### src/rtl/display_scan_ctrl.sv
// display_scan_ctrl
// Converts a binary value to BCD with a sequential double-dabble engine. It then
// time-multiplexes the resulting digits onto one shared BCD->7-segment decoder,
// driving one active-low enable per digit.
// Optional build macro: LEADING_ZERO_BLANK_EN. When defined, digits above the
// most-significant nonzero digit are blanked (bcd_out = 4'hF). Digit 0 is never blanked.
//
// Handshake: load is a request qualified by busy. A load sampled on a rising edge
// with busy=0 starts a conversion. Any load seen while busy=1 is dropped (no queue).
// done pulses for one cycle, and the display register takes the new digits at the
// end of that cycle.
module display_scan_ctrl #(
   parameter int WIDTH    = 16,
   parameter int NDIG     = 5,
   parameter int SCAN_DIV = 50000
) (
   input  logic             clock,
   input  logic             reset,
   input  logic [WIDTH-1:0] value,
   input  logic             load,
   output logic             busy,
   output logic             done,
   output logic [3:0]       bcd_out,
   output logic [NDIG-1:0]  digit_en_n,
   output logic [1:0]       conv_state
);

   localparam int CNT_W = $clog2(WIDTH + 1);
   localparam int DIV_W = (SCAN_DIV > 1) ? $clog2(SCAN_DIV) : 1;
   localparam int IDX_W = (NDIG > 1) ? $clog2(NDIG) : 1;

   typedef enum logic [1:0] {
      IDLE   = 2'd0,
      CONV   = 2'd1,
      COMMIT = 2'd2
   } state_t;

   state_t                state;
   state_t                state_next;
   logic [WIDTH-1:0]      shift_reg;
   logic [4*NDIG-1:0]     scratch;
   logic [4*NDIG-1:0]     scratch_adj;
   logic [CNT_W-1:0]      bitcnt;
   logic [4*NDIG-1:0]     display;
   logic [DIV_W-1:0]      div;
   logic [IDX_W-1:0]      index;
   logic [IDX_W-1:0]      index_next;
   logic                  wrap;
   logic [3:0]            shown_nib;

   // Converter state register
   always_ff @(posedge clock) begin
      if (reset) begin
         state <= IDLE;
      end else begin
         state <= state_next;
      end
   end

   // Converter next-state: IDLE -> CONV for WIDTH cycles -> COMMIT -> IDLE
   always_comb begin
      state_next = state;
      case (state)
         IDLE:    if (load) state_next = CONV;
         CONV:    if (bitcnt == CNT_W'(WIDTH - 1)) state_next = COMMIT;
         COMMIT:  state_next = IDLE;
         default: state_next = IDLE;
      endcase
   end

   // Converter outputs, decoded only from the state register
   always_comb begin
      busy       = (state != IDLE);
      done       = (state == COMMIT);
      conv_state = state;
   end

   // Double-dabble correction: add 3 to every scratch nibble >= 5 before the shift
   always_comb begin
      scratch_adj = scratch;
      for (int i = 0; i < NDIG; i++) begin
         if (scratch[4*i +: 4] >= 4'd5) begin
            scratch_adj[4*i +: 4] = scratch[4*i +: 4] + 4'd3;
         end
      end
   end

   // Conversion datapath and display register
   always_ff @(posedge clock) begin
      if (reset) begin
         shift_reg <= '0;
         scratch   <= '0;
         bitcnt    <= '0;
         display   <= '0;
      end else begin
         case (state)
            IDLE: begin
               if (load) begin
                  shift_reg <= value;
                  scratch   <= '0;
                  bitcnt    <= '0;
               end
            end
            CONV: begin
               scratch   <= {scratch_adj[4*NDIG-2:0], shift_reg[WIDTH-1]};
               shift_reg <= shift_reg << 1;
               bitcnt    <= bitcnt + 1'b1;
            end
            COMMIT: begin
               display <= scratch;
            end
            default: begin
               display <= display;
            end
         endcase
      end
   end

   // Scan index that follows the current one, wrapping after the top digit
   always_comb begin
      wrap       = (div == DIV_W'(SCAN_DIV - 1));
      index_next = (index == IDX_W'(NDIG - 1)) ? '0 : index + 1'b1;
   end

`ifdef LEADING_ZERO_BLANK_EN
   // Nibble for the next digit, blanked when it and every digit above it are zero
   always_comb begin
      logic upper_zero;
      shown_nib  = 4'hF;
      upper_zero = 1'b1;
      for (int i = 0; i < NDIG; i++) begin
         if (index_next == IDX_W'(i)) begin
            upper_zero = 1'b1;
            for (int j = i; j < NDIG; j++) begin
               if (display[4*j +: 4] != 4'd0) upper_zero = 1'b0;
            end
            shown_nib = (i != 0 && upper_zero) ? 4'hF : display[4*i +: 4];
         end
      end
   end
`else
   // Nibble for the next digit, leading zeros shown
   always_comb begin
      shown_nib = 4'hF;
      for (int i = 0; i < NDIG; i++) begin
         if (index_next == IDX_W'(i)) shown_nib = display[4*i +: 4];
      end
   end
`endif

   // Free-running scan divider; on each wrap move to the next digit and refresh pins
   always_ff @(posedge clock) begin
      if (reset) begin
         div        <= '0;
         index      <= '0;
         digit_en_n <= '1;
         bcd_out    <= 4'hF;
      end else if (wrap) begin
         div        <= '0;
         index      <= index_next;
         digit_en_n <= ~(NDIG'(1) << index_next);
         bcd_out    <= shown_nib;
      end else begin
         div <= div + 1'b1;
      end
   end

endmodule

### config.mk
export PLATFORM = sky130hd
export DESIGN_NAME = display_scan_ctrl
export DESIGN_NICKNAME = d
export VERILOG_FILES = /design/src/rtl/display_scan_ctrl.sv
export SDC_FILE = /design/constraint.sdc
export NUM_CORES = 1
export LEC_CHECK = 0
export ABC_AREA = 1
export CAP_MARGIN = 20
export CORE_ASPECT_RATIO = 0.9
export CORE_MARGIN = 5
export CORE_UTILIZATION = 35
export CTS_BUF_LIST = sky130_fd_sc_hd__clkbuf_16
export CTS_CLUSTER_SIZE = 16
export DETAILED_ROUTE_END_ITERATION = 6
export GPL_TIMING_DRIVEN = 0
export PLACE_DENSITY = 0.56
export SLEW_MARGIN = 10
export SYNTH_ARGS = -nofsm -noshare
export SYNTH_HDL_FRONTEND = slang
export SYNTH_SLANG_ARGS = --single-unit
### constraint.sdc
create_clock -name clock -period 2.12 [get_ports clock]
set_clock_uncertainty 0.2 [all_clocks]
set_input_delay 0.424 -clock clock [delete_from_list [all_inputs] [get_ports clock]]
set_output_delay 0.424 -clock clock [all_outputs]
set_load 0.01 [all_outputs]
### Yosys cells after proc, flatten, opt, wreduce, memory -nomap -nowiden

Cells that the tools add are included.

* flip-flop bits (word level): 91
* output and inout port bits: 13
* input port bits: 19
* word-level logic and storage cells: 62

* order comparisons: 5
* shift-type cells: 1
* equal/unequal tests: 11
* bitwise logic cells: 1
* mux-type cells: 20
* add/sub/neg operators: 8
* reductions and logical operators: 7

Operators with widths (number)
* 20-bit one-hot mux with 2 select lines: 1
* 4-bit two-way mux: 9
* 16-bit one-hot mux with 2 select lines: 1
* 4-bit by 3-bit >= comparator with 1-bit output, second input constant: 5
* 20-bit two-way mux: 1
* 16-bit by 1-bit adder with 16-bit output, second input constant: 1
* 4-bit by 2-bit adder with 4-bit output, second input constant: 4
* 16-bit equality test, second input constant: 1
* 16-bit two-way mux: 1
* 5-bit one-hot mux with 2 select lines: 1
* 3-bit by 2-bit equality test with 1-bit output, second input constant: 2
* 3-bit equality test, second input constant: 2
* 3-bit two-way mux: 2
* 5-bit by 1-bit adder with 5-bit output, second input constant: 1
* 5-bit by 4-bit equality test with 1-bit output, second input constant: 1
* 5-bit two-way mux: 1
* 5-bit NOT: 1
* 1-bit by 3-bit << shifter with 5-bit output, first input constant: 1
* 2-bit two-way mux: 2
* 2-bit != test, second input constant: 2
* 2-bit one-hot mux with 2 select lines: 1
* 2-bit AND reduction: 2
* 2-bit nonzero test: 2
* 3-bit by 1-bit adder with 3-bit output, second input constant: 1
* other kinds (7): 7

### Logic depth before layout (Yosys ltp)

* depth after elaboration: 8
* gate-level depth with buffers: 12
* mapped depth without buffers: 12

### Worst setup path before layout

OpenSTA, ideal clock, no wires.

* path type: reg2reg
* start: register index[0]
* end: register bcd_out[3]
* required time: 1807 ps
* setup time: 113 ps
* clock period less this slack: 1721 ps
* path buffers: 0
* cell stages (with the launch flop): 13
* arrival time: 1408 ps
* path slack: 399 ps
* path through: dfxtp_1 -> inv_1 -> ha_1 -> nand2_1 -> nand3_2 -> nand2_1 -> inv_1 -> nand2_1 -> nand2_1 -> inv_1 -> nand2_1 -> nand2_1 -> nand2_1

* cells in the longest elaborated chain, start to end: 8
* elaborated cells between the ends (all ways): 13
* those cells by class: 1 x add/sub; 5 x eq/ne; 6 x mux; 1 x reduce/logical

Ends and longest elaborated chain
* from (decl): line 46 `logic [IDX_W-1:0] index;`
* from (signal assigned): line 160 `index <= index_next;`
* 3-bit by 1-bit adder with 3-bit output or 3-bit equality test (tied branches): line 122 `index_next = (index == IDX_W'(NDIG - 1)) ? '0 : index + 1'b1;`
* 3-bit two-way mux (*): line 122
* 3-bit zero test: line 146 `if (index_next == IDX_W'(i)) shown_nib = display[4*i +: 4];`
* 4-bit two-way mux (4 in a row): line 146
* 4-bit two-way mux (*): line 146
* to (signal assigned): line 162 `bcd_out <= shown_nib;`
* to (decl): line 23 `output logic [3:0] bcd_out,`

Every way passes the cells marked *; elsewhere a longest branch is shown, timed or not.
A chain may end at the register's enable or synchronous reset.

### Worst setup path in the final report

* start: register state[1] (netlist: conv_state[1])
* end: output port done

* cells in the longest elaborated chain, start to end: 1

Ends and longest elaborated chain
* from (decl): line 38 `state_t state;`
* from (signal assigned): line 56 `state <= state_next;`
* 2-bit equality test: line 74 `done = (state == COMMIT);`
* to (decl): line 22 `output logic done,`

No other way between the ends.

==> results.yml <==
timing:
  slew_headroom_pct: 63.7
  worstMarginPinSlew_ns: 0.544
  maxClockFrequency_ghz: 0.492
  hold_violations: 0
  drv_slew: 0
  setup_violations: 0
  period_share_pct: 95.8
  worst_slack_ns: 0.0887
  min_period_ns: 2.03
  rsz0062_at_grt: "false"
die:
  initial_utilization_pct: 35.9
  dieHeight_um: 116
  pin_count: 32
  die-area_mm2: 0.0148
  core_mm2: 0.0121
  core.rowCount: 38
  die_x_um: 128
layout:
  drive_gt1_share_pct: 9.54
  top_regs: "display (20), scratch (20)"
  utilization_pct: 42.4
  finalNetCount: 662
  antenna_cells: 0
  layout_commonest_cell: "nand2_1"
  layout_common_cells: "nand2_1 (117), dfxtp_1 (91), a21oi_1 (69), inv_1 (60), nand3_1 (50)"
  fillers: 1274
  syn_to_final_growth_pct: 18.1
cts:
  post_cts_buffers: 0
  cts_root_buffer: "clkbuf_16"
  postCtsHoldBufs: 0
  insertion_delay_ns: 0.34
  ctsResizeCount: 5
  cts_buffer_depth: 2
  cts.sinks: 91
  cts_tree: "yes"
  cts.clk_slew.worst_paths_ns: 0.06
  cts_htree_levels: 3
  numCtsBuffers: 9
route:
  wl_per_cell_um: 13.3
  dr.pass1.iters: 5
  drc_errors: 0
  vias_per_cell: 4.97
  drtIter0Drc: 218
  detail-route-antenna-nets: 0
  wl_um: 10500
  vias: 3918
synthesis:
  synth_nets: 621
  synth.avg_cell_area_um2: 7.44
  yosysWarnings: 0
  synth_cell_type_count: 33
  ys_seq_elements: 91
  syn-instance-count: 585
  async_flop_share_pct: 0
  syn_area_mm2: 0.00435
  ys_seq_area_share_pct: 41.9
  synth-edff-count: 0
  synth_ff_type: "dfxtp_1"
setup_path:
  rr_worst_depth: 10
  cp_slowest_cell: "dfxtp_1"
  crit_chain: "inv_2 -> nor2_4 -> buf_6 -> dlygate4sd2_1"
  cp.required_ns: 1.50
  r2r_start: "index[0]"
  cp_data_arrival_time_ns: 1.41
  crit_start: "conv_state[1]"
  crit_path_end_kind: "output port"
  cp-start-kind: "register"
  path_class: "register to output port"
  crit_buf_inv: 3
  cp_top_family: "buffers and inverters"
  critPathMaxStageDelay_ns: 0.37
  critPathMaxFanout: 10
  regToRegEndpoint: "bcd_out[1]"
  r2r_slack_ns: 0.16
power_and_ir_drop:
  p_total_w: 0.00354
  cellPowerDensity_mw_per_mm2: 689
  cellLeakagePower_nw: 2.01
  ir_worst_vdd_mv: 0.391
global_route:
  grtUsageTotal_pct: 14.8
  grt_antenna_before_repair: 0
  grt_max_degree: 14
  grt-ovfl-total: 0
  grt_pass1_vias: 3722
  grt_pass1_wl_um: 17600
min_path:
  hold_path_class: "register to register"
  min-delay-start: "div[0]"
  min_path_cells: 1
  hold_end: "div[0]"
placed_design:
  io_buffers: 30
  dp_hpwl_um: 7690
  pre_cts_ws_ns: -0.248
  gp_congestion: 0.815
flow_run:
  drv_cap: 0
run_status:
  status: "completed"
## stage by stage
step                      cell area, µm²  hold WS (ns)  cells  TNS [ns]
after floorplan                     4350         0.218    585         0
after global placement              4850         0.228    775    -0.243
after detailed placement            4850         0.244    775    -0.248
after CTS                           5130         0.254    789         0
after global routing                5140         0.283    789         0
final                               5140         0.249    789         0
## worst max path at each step
stage / to / slack [ns] / cells after the start
6_report: done / 0.09 / 4
5_1_grt: bcd_out[3] / 0.006 / 10
4_1_cts: done / 0.0006 / 4
3_5_place_dp: done / -0.25 / 4
3_3_place_gp: done / -0.24 / 4
2_1_floorplan: bcd_out[3] / 0.40 / 12
## synth_stat cells (2+ instances only)
library cell,n,area [µm²]
a21oi_1,69,345
a22oi_1,11,82.6
a31o_2,2,17.5
buf_2,7,35.0
buf_4,3,22.5
buf_6,5,56.3
clkbuf_1,10,37.5
dfxtp_1,91,1820
ha_1,17,213
inv_1,60,225
inv_2,6,22.5
nand2_1,118,443
nand2_2,6,37.5
nand3_1,50,250
nand3_2,2,20.0
nand3b_1,5,37.5
nand4_1,10,62.6
nor2_1,35,131
nor2_2,2,12.5
nor3_1,6,30.0
nor3_2,2,20.0
o211ai_2,3,37.5
o21ai_0,46,230
or2_2,5,31.3
xor2_1,6,52.6
## where the power goes
group	total (W)	leakage, nW	internal [W]	switching [W]
logic	0.000250	1.14	0.0000997	0.000151
registers	0.00177	0.737	0.00174	0.0000220
clock network	0.00153	0.134	0.000886	0.000640
total	0.00354	2.01	0.00273	0.000813
## layout make-up
| cell class | count | area, µm² | area share [%] |
|---|---|---|---|
| clock inverters | 5 | 46.3 | 0.901 |
| multi-input cells | 403 | 2140 | 41.7 |
| plain buffers | 25 | 159 | 3.09 |
| flip-flops and latches | 91 | 1820 | 35.4 |
| well taps | 160 | 200 | 3.89 |
| repair buffers | 30 | 299 | 5.82 |
| inverters | 66 | 248 | 4.82 |
| clock buffers | 9 | 225 | 4.38 |
## per-layer routing
layer / track usage, % / vias up / part of all wire [%]
met5: 0 / - / 0
met4: 3.72 / 0 / 1.0
met3: 3.78 / 12 / 4.4
met2: 23.1 / 77 / 44
met1: 20.7 / 1815 / 51
li1: - / 2014 / -
## cells by family (layout without fill, tap and decap cells)
| family | Yosys count | count (layout) | synth area share [%] |
|---|---|---|---|
| xor+xnor | 7 | 7 | 1.41 |
| fa+ha+maj | 17 | 17 | 4.89 |
| compound gates | 135 | 135 | 17.1 |
| buf+inv | 91 | 135 | 9.17 |
| simple gates | 244 | 244 | 25.5 |
| flops | 91 | 91 | 41.9 |
Note: power is estimated with default switching activity, not from simulation.
